File: src/rtl/mem_arbiter.sv
// Two-port (fetch/data) arbiter in front of a single fixed-latency memory port.
// One transaction in flight; alternating priority on conflict.
module mem_arbiter #(
   parameter int DATA_WIDTH = 32,
   parameter int ADDR_WIDTH = 32,
   parameter int MEM_LAT    = 1
) (
   input  logic                  clk,
   input  logic                  rst,
   input  logic                  i_req_valid,
   input  logic [ADDR_WIDTH-1:0] i_req_addr,
   output logic                  i_req_ready,
   output logic                  i_rsp_valid,
   output logic [DATA_WIDTH-1:0] i_rsp_data,
   input  logic                  d_req_valid,
   input  logic                  d_req_we,
   input  logic [2:0]            d_req_width,
   input  logic [ADDR_WIDTH-1:0] d_req_addr,
   input  logic [DATA_WIDTH-1:0] d_req_wdata,
   output logic                  d_req_ready,
   output logic                  d_rsp_valid,
   output logic [DATA_WIDTH-1:0] d_rsp_data,
   output logic                  mem_re,
   output logic                  mem_we,
   output logic [2:0]            mem_width,
   output logic [ADDR_WIDTH-1:0] mem_addr,
   output logic [DATA_WIDTH-1:0] mem_wdata,
   input  logic [DATA_WIDTH-1:0] mem_rdata,
   output logic                  stall
);

   typedef enum logic [1:0] {IDLE, ACCESS, WAIT, RESP} state_t;

   localparam logic       OWNER_I    = 1'b0;
   localparam logic       OWNER_D    = 1'b1;
   localparam logic [2:0] FETCH_WIDTH = 3'b010;
   // The counter is reloaded on leaving ACCESS, so WAIT lasts exactly MEM_LAT cycles.
   localparam logic [3:0] LAT_RELOAD = 4'(MEM_LAT - 1);

   state_t     state_q;
   logic [3:0] cnt_q;
   logic       owner_q;
   logic       lastOwner_q;
   logic       we_q;
   logic       grantI;
   logic       grantD;

   // Grant decision: only in IDLE and never while reset is held.
   always_comb begin
      grantI = 1'b0;
      grantD = 1'b0;
      if (state_q == IDLE && !rst) begin
         if (i_req_valid && (!d_req_valid || lastOwner_q == OWNER_D)) begin
            grantI = 1'b1;
         end else if (d_req_valid) begin
            grantD = 1'b1;
         end
      end
   end

   assign i_req_ready = grantI;
   assign d_req_ready = grantD;
   assign stall       = (state_q != IDLE) || (i_req_valid && d_req_valid);

   always_ff @(posedge clk or posedge rst) begin
      if (rst) begin
         state_q     <= IDLE;
         cnt_q       <= '0;
         owner_q     <= OWNER_I;
         lastOwner_q <= OWNER_D;
         we_q        <= 1'b0;
         mem_re      <= 1'b0;
         mem_we      <= 1'b0;
         mem_width   <= '0;
         mem_addr    <= '0;
         mem_wdata   <= '0;
         i_rsp_valid <= 1'b0;
         d_rsp_valid <= 1'b0;
         i_rsp_data  <= '0;
         d_rsp_data  <= '0;
      end else begin
         i_rsp_valid <= 1'b0;
         d_rsp_valid <= 1'b0;
         case (state_q)
            IDLE: begin
               if (grantI) begin
                  mem_addr    <= i_req_addr;
                  mem_wdata   <= '0;
                  mem_width   <= FETCH_WIDTH;
                  we_q        <= 1'b0;
                  owner_q     <= OWNER_I;
                  lastOwner_q <= OWNER_I;
                  mem_re      <= 1'b1;
                  state_q     <= ACCESS;
               end else if (grantD) begin
                  mem_addr    <= d_req_addr;
                  mem_wdata   <= d_req_wdata;
                  mem_width   <= d_req_width;
                  we_q        <= d_req_we;
                  owner_q     <= OWNER_D;
                  lastOwner_q <= OWNER_D;
                  mem_re      <= !d_req_we;
                  mem_we      <= d_req_we;
                  state_q     <= ACCESS;
               end
            end
            ACCESS: begin
               mem_re  <= 1'b0;
               mem_we  <= 1'b0;
               cnt_q   <= LAT_RELOAD;
               state_q <= WAIT;
            end
            WAIT: begin
               if (cnt_q == 4'd0) begin
                  state_q <= RESP;
                  if (owner_q == OWNER_D) begin
                     d_rsp_valid <= 1'b1;
                     if (!we_q) begin
                        d_rsp_data <= mem_rdata;
                     end
                  end else begin
                     i_rsp_valid <= 1'b1;
                     i_rsp_data  <= mem_rdata;
                  end
               end else begin
                  cnt_q <= cnt_q - 4'd1;
               end
            end
            RESP: begin
               state_q <= IDLE;
            end
            default: begin
               state_q <= IDLE;
            end
         endcase
      end
   end

endmodule

File: config.mk
export PLATFORM = sky130hd
export DESIGN_NAME = mem_arbiter
export DESIGN_NICKNAME = d
export VERILOG_FILES = /design/src/rtl/mem_arbiter.sv
export SDC_FILE = /design/constraint.sdc
export NUM_CORES = 1
export LEC_CHECK = 0
export CORE_MARGIN = 3
export CORE_UTILIZATION = 37
export CTS_CLUSTER_SIZE = 28
export DETAILED_ROUTE_END_ITERATION = 7
export PLACE_DENSITY_LB_ADDON = 0.08
export SETUP_SLACK_MARGIN = 0.05
export SLEW_MARGIN = 10
export SYNTH_ARGS = -nofsm -noshare
export SYNTH_HDL_FRONTEND = slang
export SYNTH_SLANG_ARGS = --single-unit
File: constraint.sdc
create_clock -name clk -period 4.8 [get_ports clk]
set_input_delay 0.96 -clock clk [delete_from_list [all_inputs] [get_ports clk]]
set_output_delay 0.96 -clock clk [all_outputs]
set_load 0.05 [all_outputs]
==> impl_metrics.ini <==
[yosys]
syn_area_mm2 = 0.005779
postSynthAreaPerCell_um2 = 12.56
netlist_instances = 460
yosys_warnings = 0
syn_nets = 600
synth_seq_area_share_pct = 62.37
synth_seq_cells = 144
synth_cell_type_count = 36

[cells_and_area]
utilization_pct = 60.91
final_cell_mix = 271 x clkdlybuf4s50_1, 143 x dfrtp_1, 69 x a21oi_1
area_delta_synth_final_pct = 60.81
final_nets = 870
final_common_cell = clkdlybuf4s50_1
drive_gt1_share_pct = 15.23
n_antenna_cell = 0

[worst_hold_path]
hold_path_class = reg2reg
hold_end = i_rsp_data[3]$_DFFE_PP0P_
hold_start = i_rsp_data[3]$_DFFE_PP0P_
min_path_cells = 1

[power_and_ir_drop]
intPower_w = 0.004337
seq_power_share_pct = 26.6
p_sw_w = 0.003683
irDropWorstVdd_mv = 0.5061
comb_power_share_pct = 55.9
swShare_pct = 45.92
powerDensity_mw_per_mm2 = 862.9
cellLeakagePower_nw = 4.006
clock_power_share_pct = 17.4

[floorplanning]
ios = 274
fp.dieH_um = 131.0
start_util_pct = 37.88
die_x_um = 131.0
core_mm2 = 0.01526
std_cell_rows = 45
die_area_mm2 = 0.01716

[clock_tree]
path_clk_slew_ps = 60
cts_max_path_buffers = 2
ctsResizeCount = 0
cts_setup_buffers = 0
cts_inserted_buffers = 17
cts_hold_buf = 0
clkLatencyLatePin_ps = 410
h-tree-depth = 4
clock-sinks = 144
cts_tree = built
clockRootBuffer = clkbuf_16

[global_route]
grt_pass1_wl_mm = 24.23
grt_max_degree = 87
grt_antenna_before_repair = 0
track_usage_pct = 18.39
grt_pass1_vias = 4698
overflow = 0

[setup_path]
r2r_start = cnt_q[0]$_DFFE_PP0P_
crit_path_max_fanout = 7
worstSetupPathType = in2out
startpoint_type = input pin
rrSetupSlack_ps = 2240
r2r_cells = 6
crit_required_ps = 3840
critPathCaptureType = output port
r2r_end = i_rsp_data[5]$_DFFE_PP0P_
cp_data_arrival_time_ps = 2660

[detailed_routing]
antenna_left = 0
wire_per_inst_um = 17.17
drc_errors = 0
drt-total-wl_mm = 16.36
num_vias = 4639
via_per_inst = 4.868
drtPass1Iterations = 4
initialDrtViolationCount = 227

[placement]
io_buffers = 273
dp_slack_ps = 1201
place_hpwl_mm = 11.51
place_congestion = 0.7862

[sta]
worst_slew_pin_slew_ps = 1100
fin_crit_sh_pct = 75.50
hold_viol_final = 0
maxSlewHeadroom_pct = 26.69
rsz0062_at_grt = false
fin_ws_ps = 1176
slew_viol_final = 0
fin_setup_tns_ps = 0
min_period_ps = 3624
setup_violations = 0
finClkSkew_ps = 6.020
fmax_mhz = 275.9

[outcome]
outcome = complete, no violations

[flow_run]
drv_cap = 0
-- metrics by stage --
step,power [W],hold slack (ps),area [um^2],std cells
3_5_place_dp,0.006669,476.0,8663,922
6_report,0.008020,485.7,9294,953
2_1_floorplan,0.005129,473.8,5783,460
4_1_cts,0.008101,488.7,9293,953
5_1_grt,0.008378,510.1,9294,953
3_3_place_gp,0.006603,471.5,8663,922
-- Yosys cell counts --
cell type / instances / area share (%)
nor2b_1: 1 / 0.11
mux2_2: 64 / 12
inv_1: 6 / 0.39
inv_2: 2 / 0.13
buf_6: 6 / 1.2
buf_2: 12 / 1.0
a41oi_1: 1 / 0.15
o22ai_1: 1 / 0.11
nand2_1: 43 / 2.8
a21boi_0: 1 / 0.13
clkbuf_1: 6 / 0.39
o22a_1: 2 / 0.30
a22o_1: 35 / 5.3
dfstp_2: 1 / 0.45
ha_1: 4 / 0.87
and2b_1: 1 / 0.13
nand3_1: 1 / 0.087
nor2_4: 1 / 0.19
o21ai_1: 1 / 0.087
o211ai_1: 1 / 0.13
o21ai_0: 4 / 0.35
mux2_1: 2 / 0.39
a21oi_1: 69 / 6.0
nor3_1: 1 / 0.087
nand4b_4: 1 / 0.41
nand3_2: 2 / 0.35
nand4b_1: 1 / 0.15
nand2b_1: 3 / 0.32
o21a_1: 1 / 0.13
and3_1: 1 / 0.11
nor2_1: 35 / 2.3
nor3b_4: 1 / 0.32
a31oi_1: 1 / 0.11
buf_4: 4 / 0.52
xnor2_1: 1 / 0.15
dfrtp_1: 143 / 62
-- worst max-delay path, stage by stage --
cell and delay (ps):
clkdlybuf4s50_1 690, nand2_1 80, nand2_1 90, clkdlybuf4s50_1 830
-- worst max-delay path by stage --
stage                      startpoint                  to  slack [ps]  cells after the start
after global routing      d_req_valid               stall        1070                      4
after detailed placement  i_req_valid               stall        1200                      4
after floorplan                   rst  mem_re$_DFFE_PP0P_         970                      3
after global placement    i_req_valid               stall        1200                      4
after CTS                 d_req_valid               stall        1180                      4
final                     d_req_valid               stall        1180                      4
-- power by group through the flow --
stage                     logic, W  registers, W  clock network, W
after CTS                  0.00453       0.00214           0.00143
after global placement     0.00448       0.00213                 0
after global routing       0.00469       0.00220           0.00149
after floorplan            0.00102       0.00411                 0
after detailed placement   0.00453       0.00214                 0
final                      0.00449       0.00214           0.00140
-- cells by family after synthesis --
logic type | Yosys count | share of synthesized area (%)
compound gates | 117 | 12.77
xor+xnor | 1 | 0.1516
fa+ha+maj | 4 | 0.8660
buf+inv | 36 | 3.637
flops | 144 | 62.37
mux | 66 | 12.86
simple gates | 92 | 7.339
-- state kept, by name (all words and copies together), names as in the netlist --
| name | count |
|---|---|
| cnt_q | 4 |
| d_rsp_data | 32 |
| mem_width | 3 |
| owner_q | 1 |
| state_q | 2 |
| i_rsp_valid | 1 |
| mem_wdata | 32 |
| lastOwner_q | 1 |
| mem_we | 1 |
| mem_re | 1 |
| we_q | 1 |
| d_rsp_valid | 1 |
| i_rsp_data | 32 |
| mem_addr | 32 |
-- layout make-up --
cell class	count	area (um^2)
multi-input cells	280	1977
clock inverters	10	158.9
inverters	8	33.78
repair buffers	279	2785
well taps	211	264.0
fillers	1257	5964
flip-flops and latches	144	3605
clock buffers	21	470.5
-- per-layer routing --
layer / wire length [um] / global-route usage [%] / vias to the layer above
met1: 6993 / 22.85 / 2267
met2: 7702 / 29.00 / 198
met5: 0 / 0 / -
met3: 1404 / 7.561 / 21
li1: - / - / 2153
met4: 264 / 6.534 / 0
No activity file was read; power rests on OpenSTA's default activity.
